$ cat config.mk
export PLATFORM = sky130hd
export DESIGN_NAME = port_match_arbiter
export DESIGN_NICKNAME = d
export VERILOG_FILES = /design/src/rtl/port_match_arbiter.sv
export SDC_FILE = /design/constraint.sdc
export NUM_CORES = 1
export LEC_CHECK = 0
export ABC_CLOCK_PERIOD_IN_PS = 16950
export CORE_MARGIN = 4
export CORE_UTILIZATION = 46
export CTS_BUF_LIST = sky130_fd_sc_hd__clkbuf_4 sky130_fd_sc_hd__clkbuf_8
export CTS_CLUSTER_SIZE = 25
export DETAILED_ROUTE_END_ITERATION = 8
export GPL_TIMING_DRIVEN = 0
export PLACE_DENSITY = 0.91
export SETUP_SLACK_MARGIN = 0.15
export SLEW_MARGIN = 5
export SYNTH_ARGS = -nofsm -noshare
export SYNTH_HDL_FRONTEND = slang
export SYNTH_SLANG_ARGS = --single-unit
export TNS_END_PERCENT = 30
$ cat constraint.sdc
create_clock -name clk -period 16.95 [get_ports clk]
set_input_delay 1.695 -clock clk [delete_from_list [all_inputs] [get_ports clk]]
set_output_delay 1.695 -clock clk [all_outputs]
set_load 0.005 [all_outputs]
$ cat src/rtl/port_match_arbiter.sv
// rtl/port_match_arbiter.sv - round-robin share of one SRAM matcher among NUM_PORTS frontends; PRIO_ARB_EN selects priority-first arbitration
module port_match_arbiter #(
    parameter int NUM_PORTS = 16,
    parameter int SRAM_W    = 5,
    parameter int TIMEOUT   = 64
) (
    input  logic                         clk,
    input  logic                         rst_n,
    input  logic [NUM_PORTS-1:0]         req_vld,
    input  logic [NUM_PORTS*9-1:0]       req_length,
    input  logic [NUM_PORTS*4-1:0]       req_dest,
    input  logic [NUM_PORTS*3-1:0]       req_prior,
    output logic [NUM_PORTS-1:0]         match_end,
    output logic                         match_fail,
    output logic [SRAM_W-1:0]            match_sram,
    output logic                         mt_start,
    output logic [8:0]                   mt_length,
    output logic [3:0]                   mt_dest,
    output logic [$clog2(NUM_PORTS)-1:0] mt_port,
    input  logic                         mt_done,
    input  logic [SRAM_W-1:0]            mt_sram,
    output logic                         busy
);

    localparam int PW = $clog2(NUM_PORTS);
    localparam int CW = (TIMEOUT > 2) ? $clog2(TIMEOUT) : 1;

    typedef enum logic [1:0] {
        S_IDLE  = 2'd0,
        S_ISSUE = 2'd1,
        S_WAIT  = 2'd2,
        S_HOLD  = 2'd3
    } state_t;

    state_t                state_q, state_d;
    logic [PW-1:0]         rr_ptr_q, rr_ptr_d;
    logic [CW-1:0]         cnt_q, cnt_d;
    logic [8:0]            mt_length_q, mt_length_d;
    logic [3:0]            mt_dest_q, mt_dest_d;
    logic [PW-1:0]         mt_port_q, mt_port_d;
    logic [NUM_PORTS-1:0]  match_end_q, match_end_d;
    logic                  match_fail_q, match_fail_d;
    logic [SRAM_W-1:0]     match_sram_q, match_sram_d;

    logic                  win_found;
    logic [PW-1:0]         win_idx;
    logic [PW-1:0]         scan_idx;

`ifdef PRIO_ARB_EN
    logic [2:0]            win_prior;

    // Scan in round-robin order; a strictly higher priority replaces the
    // current pick, so ties keep the first requester seen from rr_ptr.
    always_comb begin
        win_found = 1'b0;
        win_idx   = '0;
        win_prior = '0;
        scan_idx  = '0;
        for (int i = 0; i < NUM_PORTS; i++) begin
            scan_idx = rr_ptr_q + PW'(i);
            if (req_vld[scan_idx] &&
                (!win_found || req_prior[3*scan_idx +: 3] > win_prior)) begin
                win_found = 1'b1;
                win_idx   = scan_idx;
                win_prior = req_prior[3*scan_idx +: 3];
            end
        end
    end
`else
    logic                  unused_prior;
    assign unused_prior = ^req_prior;

    always_comb begin
        win_found = 1'b0;
        win_idx   = '0;
        scan_idx  = '0;
        for (int i = 0; i < NUM_PORTS; i++) begin
            scan_idx = rr_ptr_q + PW'(i);
            if (req_vld[scan_idx] && !win_found) begin
                win_found = 1'b1;
                win_idx   = scan_idx;
            end
        end
    end
`endif

    always_comb begin
        state_d      = state_q;
        rr_ptr_d     = rr_ptr_q;
        cnt_d        = cnt_q;
        mt_length_d  = mt_length_q;
        mt_dest_d    = mt_dest_q;
        mt_port_d    = mt_port_q;
        match_end_d  = match_end_q;
        match_fail_d = match_fail_q;
        match_sram_d = match_sram_q;
        case (state_q)
            S_IDLE: begin
                if (win_found) begin
                    mt_length_d = req_length[9*win_idx +: 9];
                    mt_dest_d   = req_dest[4*win_idx +: 4];
                    mt_port_d   = win_idx;
                    state_d     = S_ISSUE;
                end
            end
            S_ISSUE: begin
                cnt_d   = '0;
                state_d = S_WAIT;
            end
            S_WAIT: begin
                cnt_d = cnt_q + 1'b1;
                // Done is checked first so a result landing on the expiry cycle is kept.
                if (mt_done) begin
                    match_end_d  = {{(NUM_PORTS-1){1'b0}}, 1'b1} << mt_port_q;
                    match_fail_d = 1'b0;
                    match_sram_d = mt_sram;
                    state_d      = S_HOLD;
                end else if (cnt_q == CW'(TIMEOUT - 2)) begin
                    match_end_d  = {{(NUM_PORTS-1){1'b0}}, 1'b1} << mt_port_q;
                    match_fail_d = 1'b1;
                    match_sram_d = '0;
                    state_d      = S_HOLD;
                end
            end
            S_HOLD: begin
                match_end_d  = '0;
                match_fail_d = 1'b0;
                match_sram_d = '0;
                rr_ptr_d     = mt_port_q + 1'b1;
                state_d      = S_IDLE;
            end
            default: state_d = S_IDLE;
        endcase
    end

    always_ff @(posedge clk or negedge rst_n) begin
        if (!rst_n) begin
            state_q      <= S_IDLE;
            rr_ptr_q     <= '0;
            cnt_q        <= '0;
            mt_length_q  <= '0;
            mt_dest_q    <= '0;
            mt_port_q    <= '0;
            match_end_q  <= '0;
            match_fail_q <= 1'b0;
            match_sram_q <= '0;
        end else begin
            state_q      <= state_d;
            rr_ptr_q     <= rr_ptr_d;
            cnt_q        <= cnt_d;
            mt_length_q  <= mt_length_d;
            mt_dest_q    <= mt_dest_d;
            mt_port_q    <= mt_port_d;
            match_end_q  <= match_end_d;
            match_fail_q <= match_fail_d;
            match_sram_q <= match_sram_d;
        end
    end

    assign mt_start   = (state_q == S_ISSUE);
    assign busy       = (state_q != S_IDLE);
    assign mt_length  = mt_length_q;
    assign mt_dest    = mt_dest_q;
    assign mt_port    = mt_port_q;
    assign match_end  = match_end_q;
    assign match_fail = match_fail_q;
    assign match_sram = match_sram_q;

endmodule

==> metrics.yaml, run 1 <==
status: "complete, no violations"
cts-buffers-inserted: 5
max_slew_margin_pct: 34.6
syn_nets: 964
die_y_um: 126
r2r_start: "rr_ptr_q[1]$_DFFE_PN0P_"
tightestPinTransition_ns: 0.953
grt_usage_pct: 33.3
worstPathArrival_ns: 7.36
fin_crit_ns: 7.16
cts_resized: 0
hold_end: "match_sram[2]$_DFFE_PN0P_"
mostFrequentLayoutCells: "clkdlybuf4s50_1 (271), nand2_1 (77), mux2i_1 (72)"
ant_nets: 0
vias: 7322
wl_per_cell_um: 24.7
wl_met2_mm: 13.6
cts_hold_buf: 0
cts_tree: "yes"
num_rows: 42
powerDensity_mw_per_mm2: 282
p_leak_uw: 0.00371
grt_max_degree: 38
final_core_util_pct: 70.6
layout_commonest_cell: "clkdlybuf4s50_1"
hp-start: "match_sram[2]$_DFFE_PN0P_"
synth-edff-count: 0
crit_path_start_kind: "flop"
numPortBuffers: 272
die_w_um: 126
fin_ws_ns: 9.79
ys.flop_type: "dfrtp_1"
cts_sinks: 51
ys_ff_latch: 51
clockBufferDepth: 2
gp_congestion: 1.04
final_hold_viol_count: 0
fin_crit_sh_pct: 42.3
reg2reg_depth: 17
synth_area_leader_cell: "dfrtp_1"
r2r-end: "mt_length[8]$_DFFE_PN0P_"
clk_latency_ns: 0.31
post-cts-setup-buffer-count: 0
drc: 0
crit_start: "rr_ptr_q[1]$_DFFE_PN0P_"
required_ns: 17.15
clkTransAtPathRegs_ns: 0.10
num-nets-final: 1244
synth_area_leaders: "dfrtp_1 (20%), mux4_2 (18%), mux2i_1 (11%), mux2_2 (5.1%), nand2_1 (4.5%)"
ys_seq_area_share_pct: 19.9
via_per_inst: 6.48
reg2reg_slack_ns: 9.79
max-cap-violations: 0
setup_tns_ns: 0
drive_gt1_share_pct: 12.9
crit_fanout: 13
antenna_found_initial: 10
fin_worst_skew_ns: 0.00379
yosysTopAreaCellShare_pct: 19.9
synth_cell_types: 73
drt_iter0_markers: 901
maxSlewViolCount: 0
dr.pass1.iters: 8
ys_warn_count: 0
crit_type: "reg -> reg"
ctsHtreeMaxLevel: 2
start_util_pct: 47.6
avgSynthCellArea_um2: 9.65
wl_met1_mm: 10.0
finalSetupViolations: 0
synthArstFlopShare_pct: 100
syn_area_mm2: 0.00641
netlist_instances: 664
min_path_type: "reg -> reg"
vdd_drop_max_v: 0.000236
top_layer: "met5"
core_mm2: 0.0135
dieArea_mm2: 0.0159
met3_length_mm: 2.75
holdPathStages: 2
place.detailed.hpwl_mm: 23.1
fmax_mhz: 140
rsz0062_at_grt: "no"
grt_pass1_vias: 7329
routed_wl_mm: 27.9
cts_root_buf: "clkbuf_8"
syn_to_final_growth_pct: 48.3
io_pins: 321
crit_path_end_kind: "flop"
grt_first_pass_wirelength_mm: 41.3
post-place-ws_ns: 9.97
grt_overflow: 0
state kept, by name (all words and copies together), names as in the netlist:
name        count
rr_ptr_q        4
mt_length       9
match_fail      1
mt_port         4
match_sram      5
cnt_q           6
match_end      16
state_q         2
mt_dest         4
where the power goes:
group	total [µW]	leakage (µW)	internal [µW]	switching (µW)
combinational	2380	0.00299	997	1380
sequential	208	0.000661	171	36.9
clock	90.5	0.0000548	44.6	45.9
critical path, cell delays in order, from the launching register on:
cell and delay (ns):
dfrtp_1 0.56, buf_2 0.35, clkinv_1 0.39, clkbuf_1 0.44
ha_1 0.42, buf_2 0.22, clkbuf_1 0.52, mux4_2 0.48
mux2_2 0.31, mux2i_1 0.71, o311ai_1 0.15, a211oi_1 0.24
a211oi_1 0.08, o32ai_2 0.74, buf_4 0.43, mux4_2 0.64
a222oi_1 0.23, o21ai_1 0.10
final cells by class:
type,instances,area (µm²)
Sequential cell,51,1280
Tap cell,176,220
Buffer,51,248
Clock buffer,5,68.8
Inverter,21,78.8
Timing Repair Buffer,273,2740
Antenna cell,9,22.5
Multi-Input combinational cell,541,4810
Clock inverter,3,46.3
Fill cell,1015,3950
logic make-up after synthesis:
logic type	Yosys count	synth area share, %
AOI/OAI and AO/OA	174	20.2
xor gates and xnor gates	12	1.64
adders and majority gates	20	3.90
buffers and inverters	72	5.10
DFF	51	19.9
muxes	154	35.1
and+or+nand+nor	181	14.1
synth_stat cells (all sizes together) (3+ instances only):
cell,n
nand3,21
o311ai,4
nor2,24
xor2,4
or2,3
mux4,53
nand2b,10
o31ai,12
nand3b,4
a31oi,6
inv,19
buf,25
a211o,5
mux2i,72
mux2,29
o22a,3
o41ai,4
a211oi,18
o221ai,14
a221oi,3
nor3,7
nand2,77
xnor2,8
dfrtp,51
a21oi,18
o22ai,4
clkbuf,26
nand4,6
o21ai,46
nor2b,17
ha,20
a222oi,12
metal layers:
layer | vias to the layer above | GRT usage [%]
li1 | 3179 | -
met1 | 3508 | 40.0
met2 | 529 | 56.3
met3 | 104 | 7.96
met4 | 2 | 15.9
met5 | - | 0
how the worst max path moves through the flow:
stage	slack (ns)	endpoint	depth (start not counted)
final	9.79	mt_length[8]$_DFFE_PN0P_	17
after global routing	9.39	mt_length[8]$_DFFE_PN0P_	17
after CTS	9.98	mt_length[8]$_DFFE_PN0P_	17
after detailed placement	9.97	mt_length[8]$_DFFE_PN0P_	17
after global placement	10.03	mt_length[8]$_DFFE_PN0P_	17
after floorplan	11.64	mt_length[5]$_DFFE_PN0P_	16
through the flow:
step                      total power (µW)  hold WS (ns)  instances  area [µm²]
final                                 2680         0.488       1130        9500
after global routing                  2830         0.509       1130        9500
after CTS                             2610         0.487       1121        9480
after detailed placement              2520         0.462       1113        9370
after global placement                2480         0.461       1112        9350
after floorplan                       1850         0.445        664        6410
(Power assumes the default switching activity.)
==> run 2, diff against run 1 <==
ABC_CLOCK_PERIOD_IN_PS = 6400   (was 16950)
CORE_UTILIZATION = 38   (was 46)
PLACE_DENSITY = 0.81   (was 0.91)
clock period = 6.4 ns   (was 16.95 ns; I/O delays follow)
==> run 2 against run 1 <==
  * Worst hold slack got worse by 0.21 ns
  * Flip-flop and latch count is the same
  * Highest routed layer is now met4
  * Die area up 20%
  * Fmax grew 20%
  * Non-clock buffer count is 11 higher
  * Wire length down 2.4%
  * First-iteration DRC count down 10%
  * Cell area rose by 1.9%
  * Clock skew grew 0.014 ns
  * Sequential share of layout area decreased by 0.24 points
  * Critical path type unchanged
  * Via count fell by 1.5%
  * Clock-buffer cell count unchanged
==> metrics.yaml, run 2 (synthesis results as in run 1) <==
ctsHtreeMaxLevel: 2  # unchanged
die_w_um: 138  # +9.4%
crit_slowest_cell: "dfrtp_2"
grt_usage_pct: 27.2  # -6.1 points
dr.pass1.iters: 7  # -1
mostFrequentLayoutCells: "clkdlybuf4s50_1 (271), nand2_1 (77), mux2i_1 (69)"
finalSetupViolations: 0  # unchanged
num_rows: 47  # +12%
max_slew_margin_pct: 42.3  # +7.6 points
grt_max_degree: 30  # -21%
clockBufferDepth: 2  # unchanged
grt_overflow: 0  # unchanged
fin_worst_skew_ns: 0.0175  # +0.0137 ns
fin_crit_ns: 5.98  # -1.18 ns
gp_congestion: 0.991  # -4.6%
worstPathArrival_ns: 6.25  # -1.11 ns
max-cap-violations: 0  # unchanged
num-nets-final: 1255  # +0.88%
start_util_pct: 38.6  # -9.0 points
status: "complete, no violations"
cts_tree: "yes"
via_per_inst: 6.14  # -5.3%
crit_type: "reg -> reg"
clkTransAtPathRegs_ns: 0.12  # +0.02 ns
die_y_um: 138  # +9.4%
io_pins: 321  # unchanged
ant_nets: 0  # unchanged
fin_crit_sh_pct: 93.4  # +51 points
drt_iter0_markers: 808  # -10%
grt_pass1_vias: 7068  # -3.6%
syn_to_final_growth_pct: 51.2
core_mm2: 0.0166  # +23%
fmax_mhz: 167  # +20%
layout_commonest_cell: "clkdlybuf4s50_1"
crit_fanout: 13  # unchanged
maxSlewViolCount: 0  # unchanged
required_ns: 6.67  # -10.48 ns
grt_first_pass_wirelength_mm: 39.5  # -4.5%
crit_path_start_kind: "flop"
min_path_type: "in -> async"
diodes: 0  # -9
vias: 7215  # -1.5%
dieArea_mm2: 0.0190  # +20%
final_hold_viol_count: 0  # unchanged
largest_reg_flops: 16  # unchanged
clk_latency_ns: 0.33  # +0.02 ns
wl_per_cell_um: 23.1  # -6.3%
critPathMaxStageDelay_ns: 0.48  # -0.26 ns
drive_gt1_share_pct: 15.5  # +2.6 points
tightestPinTransition_ns: 0.842  # -0.111 ns
critical_path.cell_chain: "clkbuf_4 > clkinv_2 > clkbuf_2 > ha_1 > buf_2 > clkbuf_2 > mux4_2 > mux2_2 > mux2_2 > nor4b_4 > buf_4 > nand3_2 > a211o_1 > o311ai_4 > clkbuf_4 > mux2i_1 > o221ai_1 > o21ai_1"
final_core_util_pct: 58.4  # -12 points
rsz0062_at_grt: "yes"
antenna_found_initial: 0  # -10
place.detailed.hpwl_mm: 22.1  # -4.6%
cts_sinks: 51  # unchanged
crit_path_end_kind: "flop"
numPortBuffers: 272  # unchanged
cts_root_buf: "clkbuf_8"
drc: 0  # unchanged
routed_wl_mm: 27.2  # -2.4%
cts-buffers-inserted: 5  # unchanged
-- run 2: changes by cell type in the layout (fill, tap and decap cells not counted), sizes merged --
cell,change
diode,-9
buf,+7
clkbuf,+4
clkinv,+2
bufinv,-1
clkinvlp,-1
-- run 2: final cells by class --
class	instances	area, µm²
plain buffers	51	264
clock buffers	5	68.8
clock inverters	3	28.8
fillers	1467	6900
inverters	21	80.1
multi-input cells	541	4860
flip-flops and latches	51	1280
well taps	220	275
repair buffers	284	2830
-- run 2: per-stage QoR --
step                      std cells  cell area (µm²)  worst slack [ns]  TNS, ns  hold slack (ns)
after detailed placement       1157             9420            -0.703    -8.65            0.469
after floorplan                 664             6410              1.09        0            0.344
after CTS                      1168             9570             0.190        0            0.302
after global routing           1176             9690             0.124        0            0.323
final                          1176             9690             0.419        0            0.278
after global placement         1156             9410            -0.657    -7.81            0.461
-- run 2: repair_timing --
action	4_1_cts	5_1_grt
resized for setup	6	19
pin swaps	1	3
endpoints found under the setup margin	17	14
hold buffers	0	0
buffers inserted	3	8
-- run 2: path summary, 6_finish.rpt --
kind,from,slack [ns],cells past startpoint,end
min in group clk,match_end[15]$_DFFE_PN0P_,0.49,2,match_end[15]$_DFFE_PN0P_
setup / recovery,rr_ptr_q[1]$_DFFE_PN0P_,0.42,18,mt_length[3]$_DFFE_PN0P_
hold / removal,rst_n,0.28,1,cnt_q[0]$_DFFE_PN0P_
setup reg to reg,rr_ptr_q[1]$_DFFE_PN0P_,0.42,18,mt_length[3]$_DFFE_PN0P_
max in group asynchronous,rst_n,5.56,2,mt_length[1]$_DFFE_PN0P_
hold reg to reg,match_end[15]$_DFFE_PN0P_,0.49,2,match_end[15]$_DFFE_PN0P_
-- run 2: critical path: cells and delay by family, from the launching register on --
kind | cells | cell delay (ns)
muxes | 4 | 1.61
DFF | 1 | 0.48
AOI/OAI and AO/OA | 4 | 1.10
buffers and inverters | 7 | 1.92
adders and majority gates | 1 | 0.35
and+or+nand+nor | 2 | 0.44
-- run 2: routing by layer --
metal | up-vias | routed length (µm) | track usage (%)
li1 | 3197 | - | -
met1 | 3498 | 10200 | 35.0
met2 | 456 | 13300 | 44.3
met3 | 64 | 2740 | 6.57
met4 | 0 | 1040 | 10.6
met5 | - | 0 | 0
Power of run 2 is not shown: default switching activity piles up to over one toggle a cycle in this logic, so the estimate is an artifact.
==> run 3, diff against run 2 <==
SLEW_MARGIN = default   (was 5)
==> run 3 against run 2 <==
  * Sequential share of layout area about the same
  * Via count rose by 0.89%
  * Wire length fell by 0.18%
  * Critical path type unchanged
==> metrics.yaml, run 3 (synthesis results as in run 1) <==
fin_worst_skew_ns: 0.0106  # -0.00691 ns
final_cell_count_no_fill: 1176  # unchanged
r2r-end: "mt_length[3]$_DFFE_PN0P_"
place.detailed.hpwl_mm: 22.1  # about the same
mostFrequentLayoutCells: "clkdlybuf4s50_1 (271), nand2_1 (77), mux2i_1 (68)"
rsz0062_at_grt: "no"
cts_sinks: 51  # unchanged
dieArea_mm2: 0.0190  # unchanged
crit_path_frequent_cell: "buf_2"
fin_crit_sh_pct: 95.1  # +1.7 points
required_ns: 6.65  # -0.02 ns
via_per_inst: 6.19  # +0.89%
grt_max_degree: 40  # +33%
drive_gt1_share_pct: 15.6  # +0.10 points
tightestPinTransition_ns: 0.875  # +0.0326 ns
critical_path.cell_chain: "clkbuf_4 > clkinv_2 > buf_2 > ha_1 > buf_2 > clkbuf_2 > mux4_2 > mux2_2 > mux2_2 > nor4b_4 > nand3_1 > a211o_1 > o311ai_4 > buf_2 > mux2i_1 > o221ai_1 > o21ai_1"
diodes: 0  # unchanged
wl_per_cell_um: 23.1  # -0.18%
start_util_pct: 38.6  # unchanged
crit_slowest_cell: "dfrtp_2"
largest_reg_flops: 16  # unchanged
final_hold_viol_count: 0  # unchanged
grt_pass1_vias: 7088  # +0.28%
fmax_mhz: 164  # -1.8%
num-nets-final: 1255  # unchanged
reg2reg_slack_ns: 0.31  # -0.11 ns
max_slew_margin_pct: 40.0  # -2.2 points
num_rows: 47  # unchanged
maxSlewViolCount: 0  # unchanged
cts_hold_buf: 0  # unchanged
crit_fanout: 13  # unchanged
crit_type: "reg -> reg"
core_mm2: 0.0166  # unchanged
final_core_util_pct: 58.5  # +0.060 points
grt_usage_pct: 27.1  # -0.080 points
status: "complete, no violations"
ctsHtreeMaxLevel: 2  # unchanged
cts_tree: "yes"
die_y_um: 138  # unchanged
cts_root_buf: "clkbuf_8"
clk_latency_ns: 0.32  # about the same
setup_tns_ns: 0  # unchanged
grt_first_pass_wirelength_mm: 39.4  # about the same
min_path_type: "in -> async"
drt_iter0_markers: 863  # +6.8%
grt_overflow: 0  # unchanged
crit_path_start_kind: "flop"
r2r_start: "rr_ptr_q[1]$_DFFE_PN0P_"
io_pins: 321  # unchanged
nFillCells: 1461  # -0.41%
die_w_um: 138  # unchanged
ant_nets: 0  # unchanged
drc: 0  # unchanged
max-cap-violations: 0  # unchanged
antenna_found_initial: 0  # unchanged
whs_ns: 0.203  # -0.0741 ns
critPathMaxStageDelay_ns: 0.48  # about the same
vias: 7279  # +0.89%
reg2reg_depth: 17  # -1
dp.cells: 1157  # unchanged
gp_congestion: 0.991  # unchanged
finalSetupViolations: 0  # unchanged
worstPathArrival_ns: 6.34  # +0.09 ns
numPortBuffers: 272  # unchanged
syn_to_final_growth_pct: 51.3
crit_path_end_kind: "flop"
routed_wl_mm: 27.2  # -0.18%
layout_commonest_cell: "clkdlybuf4s50_1"
clockBufferDepth: 2  # unchanged
cts-buffers-inserted: 5  # unchanged
dr.pass1.iters: 6  # -1
fin_crit_ns: 6.09  # +0.107 ns
clkTransAtPathRegs_ns: 0.11  # about the same
-- run 3: cell count changes in the layout (fill, tap and decap cells not counted), sizes merged --
| cell | delta |
|---|---|
| clkbuf | -2 |
| buf | +2 |
-- run 3: worst max-delay path, delay by kind of cell, from the launching register on --
kind | cells | cell delay [ns]
buffers and inverters | 6 | 1.73
multiplexers | 4 | 1.61
AO/OA/AOI/OAI | 4 | 1.13
AND/OR/NAND/NOR | 2 | 0.74
flip-flops | 1 | 0.48
adder cells (fa/ha/maj) | 1 | 0.31
-- run 3: final cells by class --
cell class | instances | area [µm²] | area share, %
multi-input cells | 541 | 4860 | 50.1
repair buffers | 284 | 2850 | 29.3
flip-flops and latches | 51 | 1280 | 13.2
well taps | 220 | 275 | 2.84
plain buffers | 51 | 263 | 2.71
inverters | 21 | 80.1 | 0.826
clock buffers | 5 | 68.8 | 0.710
clock inverters | 3 | 28.8 | 0.297
-- run 3: timing repair --
action,in CTS,in global routing
hold endpoints to repair,0,0
resized for setup,6,21
buffers inserted,4,7
pin swaps,1,3
endpoints found under the setup margin,17,14
-- run 3: worst max-delay path by stage --
| stage | startpoint | end | slack [ns] | cells after the start |
|---|---|---|---|---|
| after floorplan | rr_ptr_q[1]$_DFFE_PN0P_ | mt_length[5]$_DFFE_PN0P_ | 1.09 | 16 |
| after global placement | rr_ptr_q[1]$_DFFE_PN0P_ | mt_length[4]$_DFFE_PN0P_ | -0.66 | 18 |
| after detailed placement | rr_ptr_q[1]$_DFFE_PN0P_ | mt_length[4]$_DFFE_PN0P_ | -0.73 | 18 |
| after CTS | rr_ptr_q[1]$_DFFE_PN0P_ | mt_length[3]$_DFFE_PN0P_ | 0.17 | 17 |
| after global routing | rr_ptr_q[1]$_DFFE_PN0P_ | mt_dest[2]$_DFFE_PN0P_ | 0.16 | 19 |
| final | rr_ptr_q[1]$_DFFE_PN0P_ | mt_length[3]$_DFFE_PN0P_ | 0.31 | 17 |
-- run 3: through the flow --
stage / area (µm²) / worst slack, ns
floorplan: 6410 / 1.09
global placement: 9410 / -0.657
detailed placement: 9420 / -0.728
CTS: 9570 / 0.169
global route: 9700 / 0.160
finish: 9700 / 0.312
-- run 3: metal layers --
| layer | part of all wire, % | GRT usage [%] |
|---|---|---|
| met1 | 38 | 35.4 |
| met2 | 48 | 44.2 |
| met3 | 9.6 | 5.41 |
| met4 | 4.4 | 10.9 |
| met5 | 0 | 0 |
Power of run 3 is left out for the same reason.
